## src/rtl/ctrl_sequencer.sv

```systemverilog
// Registered ID-stage control decoder that also sequences SWP (2 steps) and MUL (MUL_CYCLES steps).
// Controls appear one edge after the opcode is sampled; stall emits a bubble and holds the sequence, flush kills it.
module ctrl_sequencer #(
   parameter  int OPCODE_W   = 6,
   parameter  int CMD_W      = 4,
   parameter  int MUL_CYCLES = 4,
   localparam int STEP_W     = $clog2((MUL_CYCLES < 2) ? 2 : MUL_CYCLES)
) (
   input  logic                clk,
   input  logic                rst,
   input  logic [OPCODE_W-1:0] opcode,
   input  logic                valid,
   input  logic                stall,
   input  logic                flush,
   output logic [CMD_W-1:0]    exec_cmd,
   output logic                mem_r_en,
   output logic                mem_w_en,
   output logic                wb_en,
   output logic                is_imm,
   output logic                single_src,
   output logic [1:0]          branch_type,
   output logic [1:0]          swp_sel,
   output logic                freeze,
   output logic                busy,
   output logic [STEP_W-1:0]   step,
   output logic                illegal
);

   typedef enum logic {IDLE = 1'b0, SEQ = 1'b1} state_t;

   localparam logic [5:0]        OP_SWP   = 6'b111111;
   localparam logic [5:0]        OP_MUL   = 6'b001101;
   localparam logic [STEP_W-1:0] SWP_LAST = STEP_W'(1);
   localparam logic [STEP_W-1:0] MUL_LAST = STEP_W'(MUL_CYCLES - 1);

   state_t            state_q, state_d;
   logic [STEP_W-1:0] cnt_q, cnt_d;
   logic              mul_q, mul_d;

   logic [3:0]        cmd_q, cmd_d;
   logic              mr_q, mr_d, mw_q, mw_d, wb_q, wb_d;
   logic              imm_q, imm_d, sgl_q, sgl_d, ill_q, ill_d;
   logic [1:0]        br_q, br_d, swp_q, swp_d;
   logic [STEP_W-1:0] step_q, step_d;

   logic [5:0]        op6;
   logic              hi_zero;
   logic [3:0]        dec_cmd;
   logic              dec_wb, dec_imm, dec_mr, dec_mw, dec_sgl, dec_ill, dec_seq;
   logic [1:0]        dec_br;

   logic              uop_mul, uop_wb, uop_last;
   logic [STEP_W-1:0] uop_idx;
   logic [3:0]        uop_cmd;
   logic [1:0]        uop_swp;

   assign op6     = opcode[5:0];
   assign hi_zero = ((opcode >> 6) == '0);

   always_comb begin
      dec_cmd = 4'b0000;
      dec_wb  = 1'b0;
      dec_imm = 1'b0;
      dec_mr  = 1'b0;
      dec_mw  = 1'b0;
      dec_sgl = 1'b0;
      dec_br  = 2'b00;
      dec_ill = 1'b0;
      dec_seq = 1'b0;
      if (!hi_zero) begin
         dec_ill = 1'b1;
      end else begin
         case (op6)
            6'b000000: ;
            6'b000001: dec_wb = 1'b1;
            6'b000011: begin dec_cmd = 4'b0010; dec_wb = 1'b1; end
            6'b000101: begin dec_cmd = 4'b0100; dec_wb = 1'b1; end
            6'b000110: begin dec_cmd = 4'b0101; dec_wb = 1'b1; end
            6'b000111: begin dec_cmd = 4'b0110; dec_wb = 1'b1; end
            6'b001000: begin dec_cmd = 4'b0111; dec_wb = 1'b1; end
            6'b001001,
            6'b001010: begin dec_cmd = 4'b1000; dec_wb = 1'b1; end
            6'b001011: begin dec_cmd = 4'b1001; dec_wb = 1'b1; end
            6'b001100: begin dec_cmd = 4'b1010; dec_wb = 1'b1; end
            6'b100000: begin dec_imm = 1'b1; dec_wb = 1'b1; dec_sgl = 1'b1; end
            6'b100001: begin dec_cmd = 4'b0010; dec_imm = 1'b1; dec_wb = 1'b1; dec_sgl = 1'b1; end
            6'b100100: begin dec_imm = 1'b1; dec_mr = 1'b1; dec_wb = 1'b1; dec_sgl = 1'b1; end
            6'b100101: begin dec_imm = 1'b1; dec_mw = 1'b1; end
            6'b101000: begin dec_imm = 1'b1; dec_br = 2'b01; dec_sgl = 1'b1; end
            6'b101001: begin dec_imm = 1'b1; dec_br = 2'b10; end
            6'b101010: begin dec_imm = 1'b1; dec_br = 2'b11; dec_sgl = 1'b1; end
            OP_SWP,
            OP_MUL:    dec_seq = 1'b1;
            default:   dec_ill = 1'b1;
         endcase
      end
   end

   // Step 0 is issued from IDLE using the live opcode; later steps use the latched kind and counter.
   assign uop_mul = (state_q == SEQ) ? mul_q : (op6 == OP_MUL);
   assign uop_idx = (state_q == SEQ) ? cnt_q : '0;

   always_comb begin
      uop_cmd  = 4'b0000;
      uop_swp  = 2'b00;
      uop_wb   = 1'b0;
      uop_last = 1'b0;
      if (uop_mul) begin
         uop_cmd  = 4'b1011;
         uop_last = (uop_idx == MUL_LAST);
         uop_wb   = uop_last;
      end else begin
         uop_last = (uop_idx == SWP_LAST);
         uop_cmd  = uop_last ? 4'b1101 : 4'b1100;
         uop_swp  = uop_last ? 2'b10 : 2'b01;
         uop_wb   = 1'b1;
      end
   end

   always_comb begin
      state_d = state_q;
      cnt_d   = cnt_q;
      mul_d   = mul_q;
      cmd_d   = 4'b0000;
      mr_d    = 1'b0;
      mw_d    = 1'b0;
      wb_d    = 1'b0;
      imm_d   = 1'b0;
      sgl_d   = 1'b0;
      br_d    = 2'b00;
      swp_d   = 2'b00;
      ill_d   = 1'b0;
      step_d  = '0;
      if (flush) begin
         state_d = IDLE;
         cnt_d   = '0;
      end else if (stall) begin
         step_d = cnt_q;
      end else if (state_q == SEQ) begin
         cmd_d  = uop_cmd;
         swp_d  = uop_swp;
         wb_d   = uop_wb;
         step_d = cnt_q;
         if (uop_last) begin
            state_d = IDLE;
            cnt_d   = '0;
         end else begin
            cnt_d = cnt_q + 1'b1;
         end
      end else if (valid) begin
         if (dec_seq) begin
            cmd_d   = uop_cmd;
            swp_d   = uop_swp;
            wb_d    = uop_wb;
            mul_d   = uop_mul;
            state_d = SEQ;
            cnt_d   = STEP_W'(1);
         end else begin
            cmd_d = dec_cmd;
            mr_d  = dec_mr;
            mw_d  = dec_mw;
            wb_d  = dec_wb;
            imm_d = dec_imm;
            sgl_d = dec_sgl;
            br_d  = dec_br;
            ill_d = dec_ill;
         end
      end
   end

   always_ff @(posedge clk or posedge rst) begin
      if (rst) begin
         state_q <= IDLE;
         cnt_q   <= '0;
         mul_q   <= 1'b0;
         cmd_q   <= 4'b0000;
         mr_q    <= 1'b0;
         mw_q    <= 1'b0;
         wb_q    <= 1'b0;
         imm_q   <= 1'b0;
         sgl_q   <= 1'b0;
         br_q    <= 2'b00;
         swp_q   <= 2'b00;
         ill_q   <= 1'b0;
         step_q  <= '0;
      end else begin
         state_q <= state_d;
         cnt_q   <= cnt_d;
         mul_q   <= mul_d;
         cmd_q   <= cmd_d;
         mr_q    <= mr_d;
         mw_q    <= mw_d;
         wb_q    <= wb_d;
         imm_q   <= imm_d;
         sgl_q   <= sgl_d;
         br_q    <= br_d;
         swp_q   <= swp_d;
         ill_q   <= ill_d;
         step_q  <= step_d;
      end
   end

   assign exec_cmd    = CMD_W'(cmd_q);
   assign mem_r_en    = mr_q;
   assign mem_w_en    = mw_q;
   assign wb_en       = wb_q;
   assign is_imm      = imm_q;
   assign single_src  = sgl_q;
   assign branch_type = br_q;
   assign swp_sel     = swp_q;
   // The sequence holds ID exactly while further micro-ops are pending, which is the SEQ state.
   assign freeze      = (state_q == SEQ);
   assign busy        = (state_q == SEQ);
   assign step        = step_q;
   assign illegal     = ill_q;

endmodule
```

## config.mk

```make
export PLATFORM = sky130hd
export DESIGN_NAME = ctrl_sequencer
export DESIGN_NICKNAME = d
export VERILOG_FILES = /design/src/rtl/ctrl_sequencer.sv
export SDC_FILE = /design/constraint.sdc
export NUM_CORES = 1
export LEC_CHECK = 0
export CAP_MARGIN = 20
export CORE_UTILIZATION = 44
export DETAILED_ROUTE_END_ITERATION = 10
export GPL_ROUTABILITY_DRIVEN = 0
export PLACE_DENSITY = 0.75
export SYNTH_ARGS = -nofsm -noshare
export SYNTH_HDL_FRONTEND = slang
export SYNTH_SLANG_ARGS = --single-unit
```

## constraint.sdc

```tcl
create_clock -name clk -period 1.8 [get_ports clk]
set_input_delay 0.18 -clock clk [delete_from_list [all_inputs] [get_ports clk]]
set_output_delay 0.18 -clock clk [all_outputs]
set_load 0.02 [all_outputs]
```

==> results of run 1 <==
## cell families after synthesis
family,share of synthesized area
simple gates,0.275
buf+inv,0.0793
compound gates,0.217
xor+xnor,0.0213
flops,0.407
## state kept, by name, indices dropped and copies added, names as in the netlist
name,flops
branch_type,2
single_src,1
mem_w_en,1
is_imm,1
wb_en,1
exec_cmd,4
busy,1
cnt_q,2
mem_r_en,1
mul_q,1
step,2
illegal,1
swp_sel,2
## timing repair
item                                    CTS  global route
endpoints found under the setup margin    2             4
cloned                                    0             0
gates resized for setup                   0             5
buffers inserted                          2             0
hold buffers                              0             0
pin swaps                                 4             0
## worst paths after layout
kind                           from             end  slack [ns]  cells past startpoint
setup / recovery               busy  branch_type[1]       -0.04                      4
hold / removal                  rst     exec_cmd[2]        0.19                      3
setup reg to reg               busy  branch_type[1]       -0.04                      4
hold reg to reg            cnt_q[1]      swp_sel[1]        0.61                      1
max in group asynchronous       rst     exec_cmd[1]        1.38                      3
min in group clk              flush         step[0]        0.59                      3
## power by group through the flow
stage	combinational [mW]	clock, mW	sequential (mW)
after detailed placement	0.187	0	0.463
after global placement	0.182	0	0.463
after global routing	0.214	0.236	0.455
final	0.195	0.214	0.454
after CTS	0.189	0.218	0.454
after floorplan	0.0928	0	0.467
## final cells by class
| cell class | instances | area, µm² | share of cell area |
|---|---|---|---|
| inverter | 7 | 26.3 | 0.0150 |
| multi-input combinational | 101 | 657 | 0.374 |
| clock buffer | 4 | 26.3 | 0.0150 |
| tap | 30 | 37.5 | 0.0214 |
| timing repair buffer | 58 | 505 | 0.288 |
| sequential | 20 | 502 | 0.286 |
## cell usage after synthesis (3+ instances only)
| library cell | n |
|---|---|
| dfrtp_1 | 20 |
| clkbuf_1 | 14 |
| nand2_1 | 11 |
| a21oi_1 | 8 |
| nor2_1 | 8 |
| inv_1 | 7 |
| o21ai_0 | 7 |
| nor3_1 | 6 |
| nand3_1 | 5 |
| or2_2 | 4 |
| a211o_1 | 3 |
| nand4_1 | 3 |
| o22ai_1 | 3 |
## placed cells by master (no fill, tap or decap), types with 4 or more instances in the layout
| master | synthesis | layout |
|---|---|---|
| inv_1 | 7 | 7 |
| or2_2 | 4 | 4 |
| nand3_1 | 5 | 5 |
| dfrtp_1 | 20 | 19 |
| a21oi_1 | 8 | 8 |
| nand2_1 | 11 | 11 |
| nor3_1 | 6 | 5 |
| clkdlybuf4s50_1 | 0 | 28 |
| o21ai_0 | 7 | 7 |
| buf_4 | 1 | 30 |
| nor2_1 | 8 | 8 |
## per-stage QoR
stage          utilization  setup slack (ns)  total power [mW]
2_1_floorplan            -            -0.174             0.560
3_3_place_gp         0.658            -0.225             0.645
3_5_place_dp         0.658            -0.287             0.650
4_1_cts              0.674           -0.0489             0.862
5_1_grt              0.683           -0.0769             0.905
6_report             0.683           -0.0420             0.863
## worst max-delay path, cell delays in order, from the launching register on
cell and delay [ns]:
dfrtp_2 0.42, or4b_4 0.50, or3b_4 0.40, or2_4 0.26
nor3_4 0.17
## routing by layer
metal,GRT usage,vias up
met3,0.0246,8
met4,0.0792,0
met5,0,-
li1,-,611
met2,0.361,56
met1,0.316,590
==> reports/qor.txt, run 1 <==
vias in the first global route - 1098
Routed wire per std cell - 13.8 µm
Final Instance Area - 1750 µm²
final HPWL from detailed placement - 2370 µm
failing checks - negative setup slack
Max Clock Freq - 543 MHz
post-route ant nets - 0
RSZ-0062 raised after global routing - true
Worst VDD drop - 0.402 mV
root buf cell - clkbuf_4
Seq pwr share - 0.526
fin nets - 202
layout cells sized above 1 - 0.247
Leak - 0.758 nW
Mapped Nets - 155
std cell rows - 18
Top Ports - 29
Tot GR Track Use - 0.227
Worst-Margin Slew - 0.380 ns
endpoints failing setup - 1
crit-path max FO - 3
dpl cells - 214
CP required - 2.01 ns
final worst slack - -0.0420 ns
DR vias/cell - 5.75
Psw - 0.231 mW
H-tree depth - 1
largest net degree at the start of global routing - 21
Clk pwr share - 0.248
wl on met1 - 1360 µm
PwrDens - 492 nW/µm²
synthesized area - 1230 µm²
max-cap viol count - 0
DRT iter0 DRCs - 23
fill cell total of the finished layout - 216
Placeable Area - 2570 µm²
FFs w/ async S/R, synth - 1.00
Die ar. - 3010 µm²
Die X-Extent - 54.9 µm
YS warnings - 0
Worst Setup End Kind - flop
Synth top area share - 0.407
Die H - 54.9 µm
type of origin of the critical path - flop
CTS Buf Count - 3
top sig layer - met4
post-layout min period - 1.84 ns
first-pass GRT wire length - 4960 µm
maximum clock insertion buffer count - 2
Max Slew Vio Count - 0
Critical Path AT - 2.05 ns
DR pass1 iterations - 4
final hold slack - 0.194 ns
Buffers on Ports - 28
Placed Area - 1690 µm²
ANT cells - 0
DR vias - 1265
Relative slew margins - 0.747
Fin Setup TNS - -0.0420 ns
Synth area leader - dfrtp_1
Pint - 0.633 mW
Starting Density - 0.480
Post-Route WL - 3030 µm
synth top area cells - dfrtp_1 41%, clkbuf_1 4.3%, nand2_1 3.4%
syn avg cell area - 8.55 µm²
Clock Latency Late Sink - 0.29 ns
EDFF count, synth - 0
Fin Clk Skew - 0.0182 ns
DR WL met2 - 1430 µm
Yosys reg bits - 20
final period utilization - 1.02
most common flop cell mapped by yosys - dfrtp_1
final std cells w/o fill - 220
CTS tree - built
worst min path class - input pin to async pin
sequential element share of the synthesized area - 0.407
initial antenna violation count - 0
Cells after Synth - 144
routed length on met3 - 183 µm
area delta synth->final - 42.5%
DRC - 0
combinational fraction of design power - 0.226
outcome - finished with violations
Setup Crit Path Kind - flop to flop
total grt overflow - 0
Synth cell types - 45
Sw Ratio - 0.267
final hold vios - 0
clk sinks - 20
Worst-path clk slew - 0.12 ns
(Power assumes the default switching activity.)
==> inputs of run 2 (changes only) <==
CORE_ASPECT_RATIO = 1.25   (was not set)
TNS_END_PERCENT = 50   (was not set)
==> reports/qor.txt, run 2 (synthesis gave the netlist of run 1 again) <==
maximum clock insertion buffer count - 2 (unchanged)
worst min path class - input pin to async pin
global route hottest layer - met2
final HPWL from detailed placement - 2300 µm (-3.0%)
commonest non-fill, non-tap cell in the layout - clkdlybuf4s50_1
Post-CTS Setup Repair Bufs - 0 (-2)
Post-Route WL - 2970 µm (-2.0%)
worst r2r src - busy
layout cells sized above 1 - 0.213 (-0.0343)
DRT iter0 DRCs - 37 (+61%)
grt met3 use - 0.0272 (+0.00257)
final hold slack - 0.190 ns (-0.00376 ns)
ANT cells - 0 (unchanged)
std cell rows - 21 (+3)
Core Util, Final - 0.640 (-0.0432)
area delta synth->final - 39.3%
Tot GR Track Use - 0.214 (-0.0129)
largest net degree at the start of global routing - 21 (unchanged)
vias in the first global route - 1167 (+6.3%)
Max Clock Freq - 572 MHz (+5.3%)
Worst VDD drop - 0.438 mV (+9.0%)
R2R depth - 4 (unchanged)
Placeable Area - 2680 µm² (+4.4%)
post-layout min period - 1.75 ns (-0.0928 ns)
Fin Setup TNS - 0 ns (+0.0420 ns)
Relative slew margins - 0.711 (-0.0360)
RSZ-0062 raised after global routing - false
final std cells w/o fill - 217 (-1.4%)
type of origin of the critical path - flop
met1 Resource Use GR - 0.248 (-0.0684)
Setup Crit Path Kind - flop to flop
Leak - 0.735 nW (-3.1%)
Power Total - 0.999 mW (+16%)
Critical Path AT - 1.98 ns (-0.07 ns)
Setup crit start - busy
final period utilization - 0.972 (-0.0516)
GR Util met2 - 0.378 (+0.0162)
fin nets - 195 (-3.5%)
DRC - 0 (unchanged)
Starting Density - 0.459 (-0.0201)
endpoints failing setup - 0 (-1)
Buffers on Ports - 28 (unchanged)
Routed wire per std cell - 13.7 µm (-0.63%)
root buf cell - clkbuf_4
first-pass GRT wire length - 4900 µm (-1.2%)
Die ar. - 3010 µm² (about the same)
Die H - 61.1 µm (+11%)
max-cap viol count - 0 (unchanged)
final hold vios - 0 (unchanged)
commonest cells after routing, fill and taps aside - 28 x clkdlybuf4s50_1, 23 x buf_4, 19 x dfrtp_1, 11 x nand2_1
total grt overflow - 0 (unchanged)
initial antenna violation count - 0 (unchanged)
outcome - finished clean
clk sinks - 20 (unchanged)
dpl cells - 213 (-0.47%)
H-tree depth - 1 (unchanged)
CP required - 2.03 ns (+0.02 ns)
Max Slew Vio Count - 0 (unchanged)
Largest register FFs - 4 (unchanged)
Die X-Extent - 49.3 µm (-10%)
Clock Latency Late Sink - 0.30 ns (about the same)
DR vias - 1241 (-1.9%)
Worst-Margin Slew - 0.434 ns (+0.0540 ns)
Fin Clk Skew - 0.00244 ns (-0.0157 ns)
Worst Setup End Kind - flop
PwrDens - 583 nW/µm² (+18%)
Top Ports - 29 (unchanged)
crit-path max FO - 5 (+2)
DR vias/cell - 5.72 (-0.54%)
CTS tree - built
DR pass1 iterations - 4 (unchanged)
post-route ant nets - 0 (unchanged)
CTS Buf Count - 3 (unchanged)
Worst-path clk slew - 0.11 ns (about the same)
run 2: cell types whose count changed in the layout (fill, tap and decap cells not counted):
cell       previous run  this run
buf_4                30        23
bufinv_16             0         1
clkbuf_1              1         0
nor3_1                5         6
nor3_4                1         0
nor4b_1               0         1
nor4b_2               1         0
run 2: repair_timing:
item / CTS / global route
setup endpoints to repair: 2 / 3
resized for setup: 0 / 2
hold buffers: 0 / 0
pin swaps: 2 / 1
run 2: metrics by stage:
stage | instance area [µm²] | setup slack (ns)
finish | 1720 | 0.0508
global placement | 1660 | -0.238
global route | 1720 | 0.00986
detailed placement | 1660 | -0.292
floorplan | 1230 | -0.174
CTS | 1710 | 0.00845
run 2: final cells by class:
type	instances	area [µm²]
Timing Repair Buffer	51	453
Inverter	7	26.3
Clock buffer	3	22.5
Fill cell	239	965
Clock inverter	1	30.0
Tap cell	34	42.5
Multi-Input combinational cell	101	639
Sequential cell	20	502
run 2: where the power goes:
group          switching (mW)  internal [mW]  leakage [nW]
Sequential            0.00153          0.453         0.277
Combinational          0.0961         0.0872         0.430
Clock                   0.137          0.225        0.0279
run 2: worst max-delay path, stage by stage, from the launching register on:
cell and delay [ns]:
dfrtp_2 0.42, or4b_4 0.49, or3b_4 0.41, or2_4 0.25, nor3_2 0.10
run 2: final timing paths:
check | end | slack (ns)
min in group clk | step[1] | 0.59
max in group asynchronous | busy | 1.39
min | illegal | 0.19
min reg2reg | swp_sel[1] | 0.60
max | branch_type[1] | 0.05
max reg2reg | branch_type[1] | 0.05
run 2: layer usage:
| layer | routed length (µm) | up-vias |
|---|---|---|
| li1 | - | 605 |
| met4 | 126 | 0 |
| met1 | 1180 | 566 |
| met2 | 1500 | 55 |
| met5 | 0 | - |
| met3 | 160 | 15 |
==> inputs of run 3 (changes only) <==
SLEW_MARGIN = 5   (was not set)
==> results of run 3 <==
The final DEF is identical to that of run 2; final timing and power are the same.
==> edit (settings of run 3) <==
`CMD_W`: 4 -> 6.
--- a/src/rtl/ctrl_sequencer.sv
+++ b/src/rtl/ctrl_sequencer.sv
@@ -3,5 +3,5 @@
 module ctrl_sequencer #(
    parameter  int OPCODE_W   = 6,
-   parameter  int CMD_W      = 4,
+   parameter  int CMD_W      = 6,
    parameter  int MUL_CYCLES = 4,
    localparam int STEP_W     = $clog2((MUL_CYCLES < 2) ? 2 : MUL_CYCLES)
Interface: changed (resized exec_cmd); port bits go from 29 to 31. No check against the original RTL was run, so the function may have changed too.
==> edit against run 3 <==
Design area up 0.58%. Power up 0.47%. Setup slack worse by 0.044 ns. Synthesized cell count up 2.1%. Routed wire length up 4.5%. Sequential power about the same. Synthesized area up 1.5%. Sequential cell count unchanged. Critical path type unchanged. Critical endpoint is now branch_type[0]$_DFF_PP0_. Largest cell class unchanged.
==> edit: results (changes against run 3) <==
Status
  • Status: completed

Final layout
  • Finished Layout Cells: 220 (+1.4%)
  • Proportion of layout cells with a drive suffix above 1: 21.0% (-0.34 points)
  • Nets: 198 (+1.5%)

Die
  • Starting Density: 46.6% (+0.70 points)

Place
  • Inst Count DP: 216 (+1.4%)
  • DP HPWL: 2390 um (+3.7%)
  • Post-placement cell area: 1670 um2 (+0.91%)
  • Pre-CTS setup slack: -0.282 ns (+0.00936 ns)

Detailed routing
  • Via count: 1286 (+3.6%)
  • Starting DRT DRC Count: 79 (+110%)
  • Routed wire length: 3100 um (+4.5%)

Setup path
  • Reg2Reg Setup Slack: 0.006 ns (-0.04 ns)
  • Crit path to: branch_type[0]$_DFF_PP0_
  • Critical path arrival: 2.03 ns (+0.05 ns)
  • Crit path max fanout: 4 (-1)
  • Cells on worst reg2reg path: 4 (unchanged)
  • Critical Path Max Stage Delay: 0.53 ns (+0.04 ns)

Synth
  • Sequential area share after synthesis: 40.0% (-0.61 points)
  • Unique cell type count in the Yosys netlist: 46 (+2.2%)
  • Ys async rst share: 100% (unchanged)
  • Syn_area_per_cell: 8.50 um2 (-0.55%)

Clocking
  • Clock Path Buffers: 2 (unchanged)

GRT
  • Vias in the first global route: 1123 (-3.8%)
  • First-pass GRT wire length: 5150 um (+5.1%)
  • Total GRT Usage: 22.2% (+0.76 points)

Power
  • Lkg Pwr: 0.744 nW (+1.2%)

STA
  • Final min period: 1.79 ns (+0.0444 ns)
  • Final Skew: 0.00404 ns (+0.00160 ns)
## edit: power by group
group          internal, mW  total, mW  switching (mW)
sequential            0.453      0.454         0.00150
clock                 0.225      0.363           0.138
combinational        0.0867      0.186          0.0997
total                 0.765       1.00           0.239
## edit: worst min path at each step
stage	startpoint	to	slack [ns]	cells after the start
final	rst	swp_sel[1]$_DFF_PP0_	0.18	3
after global routing	rst	single_src$_DFF_PP0_	0.22	3
after CTS	rst	single_src$_DFF_PP0_	0.18	3
after detailed placement	rst	single_src$_DFF_PP0_	0.52	3
after global placement	rst	single_src$_DFF_PP0_	0.52	3
after floorplan	rst	branch_type[0]$_DFF_PP0_	0.14	1
## edit: cell type report
cell class                 instances  area [um2]
timing repair buffer              52         460
tap                               34        42.5
clock buffer                       3        22.5
inverter                           7        26.3
clock inverter                     1        30.0
sequential                        20         502
multi-input combinational        103         642
fill                             211         955
## edit: critical path, delay by kind of cell, from the launching register on
family / cells / cell delay, ns
flops: 1 / 0.42
simple gates: 4 / 1.30
## edit: timing repair
item                       in CTS  in global routing
hold buffers                    0                  0
pin swaps                       2                  0
resized for setup               0                  1
setup endpoints to repair       2                  3
## edit: logic make-up (layout without fill, tap and decap cells)
kind of cell	after synthesis	in the layout	synth area share, %
xor+xnor	3	3	2.10
buf+inv	25	63	9.01
flops	20	20	40.0
simple gates	59	59	27.1
other cells	1	2	0.300
compound gates	39	39	21.4
## edit: per-layer routing
layer  wire length (um)  GRT usage (%)  vias to the layer above
met3                137           1.73                       10
met5                  0              0                        -
li1                   -              -                      605
met1               1230           26.0                      615
met2               1670           41.3                       56
met4                 72           10.6                        0
